## src/rtl/alu_arb_pkg.sv

```systemverilog
// rtl/alu_arb_pkg.sv - shared types, default widths and ALU op codes for alu_arb_seq
package alu_arb_pkg;

    localparam int DATA_W_DEF = 16;
    localparam int CTRL_W_DEF = 4;

    typedef enum logic [1:0] {
        ST_IDLE = 2'd0,
        ST_EXEC = 2'd1,
        ST_RESP = 2'd2
    } state_t;

    localparam int unsigned OP_ADD = 0;
    localparam int unsigned OP_SUB = 1;
    localparam int unsigned OP_NOT = 2;
    localparam int unsigned OP_SHL = 3;
    localparam int unsigned OP_SHR = 4;
    localparam int unsigned OP_AND = 5;
    localparam int unsigned OP_OR  = 6;
    localparam int unsigned OP_SLT = 7;

endpackage

```

## src/rtl/alu_arb_pick.sv

```systemverilog
// rtl/alu_arb_pick.sv - two-requester grant logic; ALU_ARB_RR_EN selects round-robin over fixed priority
module alu_arb_pick (
    input  logic       clk,
    input  logic       rst,
    input  logic [1:0] req_valid_i,
    input  logic       take_i,
    output logic [1:0] grant_o
);

`ifdef ALU_ARB_RR_EN
    // last_q names the requester granted most recently; resets to 1 so requester 0 wins the first tie
    logic last_q;

    always_ff @(posedge clk or posedge rst) begin
        if (rst) begin
            last_q <= 1'b1;
        end else if (take_i) begin
            last_q <= grant_o[1];
        end
    end

    always_comb begin
        grant_o = req_valid_i;
        if (req_valid_i == 2'b11) begin
            grant_o = last_q ? 2'b01 : 2'b10;
        end
    end
`else
    logic unused_pick;
    assign unused_pick = clk ^ rst ^ take_i;

    always_comb begin
        grant_o = 2'b00;
        if (req_valid_i[0]) begin
            grant_o = 2'b01;
        end else if (req_valid_i[1]) begin
            grant_o = 2'b10;
        end
    end
`endif

endmodule

```

## src/rtl/alu_arb_seq.sv

```systemverilog
// rtl/alu_arb_seq.sv - arbitrates two requesters onto one shared ALU with a 3-state sequencer; ALU_ARB_RR_EN enables round-robin ties
module alu_arb_seq
    import alu_arb_pkg::*;
#(
    parameter int DATA_W = DATA_W_DEF,
    parameter int CTRL_W = CTRL_W_DEF
) (
    input  logic                clk,
    input  logic                rst,
    input  logic [1:0]          req_valid,
    output logic [1:0]          req_ready,
    input  logic [2*DATA_W-1:0] req_a,
    input  logic [2*DATA_W-1:0] req_b,
    input  logic [2*CTRL_W-1:0] req_ctrl,
    output logic [DATA_W-1:0]   alu_a,
    output logic [DATA_W-1:0]   alu_b,
    output logic [CTRL_W-1:0]   alu_control,
    input  logic [DATA_W-1:0]   alu_result,
    input  logic                alu_zero,
    output logic                rsp_valid,
    input  logic                rsp_ready,
    output logic                rsp_id,
    output logic [DATA_W-1:0]   rsp_data,
    output logic                rsp_zero,
    output logic                busy
);

    state_t              state_q;
    logic [DATA_W-1:0]   op_a_q;
    logic [DATA_W-1:0]   op_b_q;
    logic [CTRL_W-1:0]   op_ctrl_q;
    logic                id_q;
    logic [DATA_W-1:0]   rsp_data_q;
    logic                rsp_zero_q;
    logic [1:0]          grant;
    logic                take;
    logic                sel;

    alu_arb_pick u_pick (
        .clk         (clk),
        .rst         (rst),
        .req_valid_i (req_valid),
        .take_i      (take),
        .grant_o     (grant)
    );

    // rst gates ready so nothing looks acceptable while reset is held
    assign req_ready = (state_q == ST_IDLE && !rst) ? grant : 2'b00;
    assign take      = |req_ready;
    assign sel       = req_ready[1];

    always_ff @(posedge clk or posedge rst) begin
        if (rst) begin
            state_q    <= ST_IDLE;
            op_a_q     <= '0;
            op_b_q     <= '0;
            op_ctrl_q  <= '0;
            id_q       <= 1'b0;
            rsp_data_q <= '0;
            rsp_zero_q <= 1'b0;
        end else begin
            case (state_q)
                ST_IDLE: begin
                    if (take) begin
                        op_a_q    <= sel ? req_a[DATA_W +: DATA_W]    : req_a[0 +: DATA_W];
                        op_b_q    <= sel ? req_b[DATA_W +: DATA_W]    : req_b[0 +: DATA_W];
                        op_ctrl_q <= sel ? req_ctrl[CTRL_W +: CTRL_W] : req_ctrl[0 +: CTRL_W];
                        id_q      <= sel;
                        state_q   <= ST_EXEC;
                    end
                end
                ST_EXEC: begin
                    rsp_data_q <= alu_result;
                    rsp_zero_q <= alu_zero;
                    state_q    <= ST_RESP;
                end
                ST_RESP: begin
                    if (rsp_ready) begin
                        state_q <= ST_IDLE;
                    end
                end
                default: state_q <= ST_IDLE;
            endcase
        end
    end

    assign alu_a       = op_a_q;
    assign alu_b       = op_b_q;
    assign alu_control = op_ctrl_q;
    assign rsp_valid   = (state_q == ST_RESP);
    assign rsp_id      = id_q;
    assign rsp_data    = rsp_data_q;
    assign rsp_zero    = rsp_zero_q;
    assign busy        = (state_q != ST_IDLE);

endmodule

```

## config.mk

```make
export PLATFORM = sky130hd
export DESIGN_NAME = alu_arb_seq
export DESIGN_NICKNAME = d
export VERILOG_FILES = /design/src/rtl/alu_arb_pkg.sv /design/src/rtl/alu_arb_pick.sv /design/src/rtl/alu_arb_seq.sv
export SDC_FILE = /design/constraint.sdc
export NUM_CORES = 1
export LEC_CHECK = 0
export ABC_AREA = 1
export CORE_MARGIN = 5
export CORE_UTILIZATION = 45
export CTS_BUF_LIST = sky130_fd_sc_hd__clkbuf_8
export DETAILED_ROUTE_END_ITERATION = 16
export PLACE_DENSITY = 0.89
export RECOVER_POWER = 25
export SLEW_MARGIN = 0
export SYNTH_ARGS = -nofsm -noshare
export SYNTH_HDL_FRONTEND = slang
export SYNTH_HIERARCHICAL = 1
export SYNTH_SLANG_ARGS = --single-unit
export TNS_END_PERCENT = 50
```

## constraint.sdc

```tcl
create_clock -name clk -period 2.5 [get_ports clk]
set_input_delay 0.5 -clock clk [delete_from_list [all_inputs] [get_ports clk]]
set_output_delay 0.5 -clock clk [all_outputs]
set_load 0.02 [all_outputs]
```

== Word level (Yosys, flattened, before mapping) ==
Index checks and enable logic that the tools add are counted.
Operators by class
  mux-type cells: 9
  reductions and logical operators: 7
  eq/ne operators: 4
Operators with widths (count)
  $mux 16: 2
  $mux 2: 5
  $pmux 2 s3: 1
  $mux 4: 1
  $reduce_and 2->1: 2
  $eq 2x1->1 const B: 1
  $eq 2x2->1 const B: 1
  $logic_not 2->1: 1
  $ne 2x1->1 const B: 1
  $ne 2x2->1 const B: 1
  $reduce_bool 2->1: 1
  $reduce_or 2->1: 1
  $logic_and 1x1->1: 1
  $logic_not 1->1: 1
Word-level totals
  bits in registers: 56
  logic and storage cells: 27

== Logic depth before layout (Yosys ltp) ==
  word-level depth: 6
  mapped depth: 8

== By module ==
The synthesis kept the hierarchy.
By module, submodules not included
  alu_arb_seq: area each 2995.4 sq um, cells each 407, times used 1
  alu_arb_pick: area each 17.5 sq um, cells each 3, times used 1

== Worst setup path after synthesis ==
No wires, ideal clock.
  path kind: input-to-reg
  from: in rst
  to: reg op_b_q[0] (netlist: alu_b[0])
  path slack: 433 ps
  setup time: 119 ps
  arrival: 1948 ps
  stages on the path: 6
  path through: inv_1 -> buf_2 -> buf_2 -> nand4_1 -> nand3_1 -> nand2_1
On the way
  longest elaborated chain between the ends: 5
RTL lines
  start, declared: line alu_arb_seq.sv:9  | input logic rst,
  $logic_not 1->1 (no source line) (*)
  $logic_and 1x1->1 (*): line alu_arb_seq.sv:48  | assign req_ready = (state_q == ST_IDLE && !rst) ? grant : 2'b00;
  $mux 2 (*): line alu_arb_seq.sv:48
  $reduce_or 2->1: line alu_arb_seq.sv:49  | assign take = |req_ready;
  $reduce_and 2->1 (no source line)
  end signal, assigned: line alu_arb_seq.sv:66  | op_b_q <= sel ? req_b[DATA_W +: DATA_W] : req_b[0 +: DATA_W];
  end, declared: line alu_arb_seq.sv:30  | logic [DATA_W-1:0] op_b_q;
Every way passes the cells marked *; elsewhere a longest branch is shown, timed or not.
A chain may end at the register's enable or synchronous reset.

== Worst setup path after layout ==
  from: reg state_q[0]
  to: out req_ready[0]
On the way
  longest elaborated chain between the ends: 3
RTL lines
  start, declared: line alu_arb_seq.sv:28  | state_t state_q;
  start signal, assigned: line alu_arb_seq.sv:54  | state_q <= ST_IDLE;
  start signal, assigned: line alu_arb_seq.sv:69  | state_q <= ST_EXEC;
  start signal, assigned: line alu_arb_seq.sv:75  | state_q <= ST_RESP;
  $logic_not 2->1: line alu_arb_seq.sv:48
  $logic_and 1x1->1: line alu_arb_seq.sv:48
  $mux 2: line alu_arb_seq.sv:48
  end, declared: line alu_arb_seq.sv:11  | output logic [1:0] req_ready,
No other way between the ends.

==> summary.md <==
| Metric | Value |
|---|---|
| Reg-to-reg slack, setup | 0.45 ns |
| Crit path time final | 2.358 ns |
| Core Util, Final | 0.7183 |
| Synthesis-stage register bit count | 56 |
| Number of global-route vias before repair | 3076 |
| TritonCTS clock tree | built |
| Detail Route met3 WL | 591 um |
| Area Overhead vs Synth | 53.11% |
| Final setup viols | 0 |
| Bufs on Longest Clock Path | 2 |
| Fmax | 424.1 MHz |
| GP Congestion | 0.7926 |
| Most common cell after layout, fill and taps aside | clkdlybuf4s50_1 |
| Sequential-to-total area share from yosys stat | 0.4651 |
| DRT Pass-1 Iters | 4 |
| CTS Buf Count | 5 |
| H-tree depth | 2 |
| Share of layout cells above drive strength 1 | 0.04015 |
| DR vias/cell | 5.114 |
| Final hold violation count | 0 |
| Mapped cell area | 3013 um2 |
| Worst R2R Start | state_q[1] |
| WL met2 | 4.723 mm |
| Row cnt | 29 |
| Synth top area share | 0.4651 |
| Post-synth top area cell | dfrtp_1 |
| Starting Density | 0.4691 |
| Ports | 152 |
| Hpwl dp | 6.530 mm |
| ANT nets after route | 0 |
| Total track usage | 0.2121 |
| Die Wd | 91.83 um |
| Max-Cap Viols | 0 |
| Wire per inst | 14.53 um |
| Setup Crit Path Kind | reg -> out |
| Final Skew | 0.008464 ns |
| Crit end category | output port |
| Antenna violations before repair | 0 |
| Synth cell types | 15 |
| Pleak | 0.002441 uW |
| Starting DRT DRC Count | 126 |
| Post-layout nets | 641 |
| Synth Area per Inst | 7.349 um2 |
| Core ar. | 6422 um2 |
| Insertion delay to the later sink of the worst-skew pair | 0.30 ns |
| Top cells by area, synth | dfrtp_1 47%, nand3_1 15%, nand2_1 14% |
| Remaining global-route overflow | 0 |
| Root Buffer | clkbuf_8 |
| Worst Reg-to-Reg Cells | 5 |
| End of the critical path | req_ready[0] |
| Max Slew Vio Count | 0 |
| Slew headroom | 0.3268 |
| Critical Path AT | 1.86 ns |
| Die Area | 8432 um2 |
| First-pass GRT wire length | 14.76 mm |
| Max layer used | met4 |
| Mapped Cells | 410 |
| Fin crit share | 0.9432 |
| Routed WL | 9.084 mm |
| Setup TNS | 0 ns |
| Power density over the cells | 911.2 nW/um2 |
| Outcome | finished, final reports clean |
| Reg clk slew, reported paths | 0.10 ns |
| Worst Tran Pin Value | 1.010 ns |
| Critical-path maximum fanout | 11 |
| CP Launch Type | flip-flop |
| Fillers | 535 |
| CP required | 2.00 ns |
| Most frequent cells in the layout | 150 x clkdlybuf4s50_1, 111 x nand2_1, 90 x nand3_1 |
| Reg2reg end | rsp_zero |
| Via count | 3196 |
| Unrepaired setup endpoints after global routing | no |
| Largest net degree at the start of global routing | 77 |
| Maximum VDD drop | 0.5716 mV |
| Wl on met1 | 3.587 mm |
| Remaining DRCs | 0 |
| Die height | 91.83 um |
| Hold Crit Class | in -> async |
| Synth Warn # | 6 |
| Worst Setup SP | state_q[0] |
| Syn_nets | 504 |
| CTS Sinks | 56 |
| # port buffers | 151 |
| ANT cells | 0 |
[registers in the layout, summed over array words and instances, names as in the netlist]
name	count
alu_b	16
rsp_data	16
rsp_zero	1
state_q	2
alu_a	16
alu_control	4
rsp_id	1
[cell usage after synthesis]
cell type / n
buf_1: 1
buf_2: 15
buf_4: 9
clkbuf_1: 7
dfrtp_1: 56
inv_1: 78
inv_2: 1
nand2_1: 110
nand2_2: 2
nand3_1: 90
nand3_2: 2
nand4_1: 36
nor2_1: 1
nor2_2: 1
nor2_4: 1
[timing repair]
action,4_1_cts,5_1_grt
gates resized for setup,0,1
setup buffers,0,0
hold buffers,0,0
setup endpoints to repair,0,1
[final cells by class]
cell class	count	area, um2	share of cell area
clock buffers	5	68.82	0.01492
clock inverters	3	20.02	0.004340
inverters	79	297.8	0.06455
multi-input cells	243	1140	0.2471
flip-flops and latches	56	1401	0.3038
well taps	77	96.34	0.02088
repair buffers	162	1589	0.3445
[worst max-delay path: stages, from the launching register on]
cell and delay [ns]:
dfrtp_1 0.42, nor2_4 0.28, nand3_2 0.14, inv_1 0.08, clkdlybuf4s50_1 0.63
[worst min-delay path by stage]
stage / endpoint / slack, ns
3_5_place_dp: rsp_data[11] / 0.46
5_1_grt: alu_b[13] / 0.38
4_1_cts: alu_b[13] / 0.38
6_report: alu_b[13] / 0.39
2_1_floorplan: rsp_data[0] / 0.58
3_3_place_gp: rsp_data[6] / 0.45
[cells by family (layout without fill, tap and decap cells)]
kind of cell  count (synthesis)  after routing  synth area share
buf+inv                     111            249            0.1557
simple gates                243            243            0.3792
flops                        56             56            0.4651
[layer usage]
metal	vias up	GRT usage
li1	1563	-
met1	1488	0.2520
met2	130	0.3889
met3	15	0.03928
met4	0	0.06312
met5	-	0
[per-stage QoR]
| step | setup slack, ns | total power (uW) | hold slack (ns) | instance area (um2) | cells |
|---|---|---|---|---|---|
| after detailed placement | 0.02325 | 3759 | 0.4580 | 4532 | 617 |
| after CTS | 0.02108 | 4261 | 0.3768 | 4621 | 625 |
| final | 0.1419 | 4203 | 0.3922 | 4613 | 625 |
| after floorplan | 0.4331 | 2613 | 0.5817 | 3013 | 410 |
| after global placement | 0.04583 | 3701 | 0.4535 | 4532 | 617 |
| after global routing | 0.05249 | 4477 | 0.3779 | 4613 | 625 |
[where the power goes]
group | total [uW] | internal [uW] | switching, uW
clock network | 483 | 196 | 287
registers | 1500 | 1290 | 216
logic | 2220 | 1040 | 1180
No activity file was read; power rests on OpenSTA's default activity.
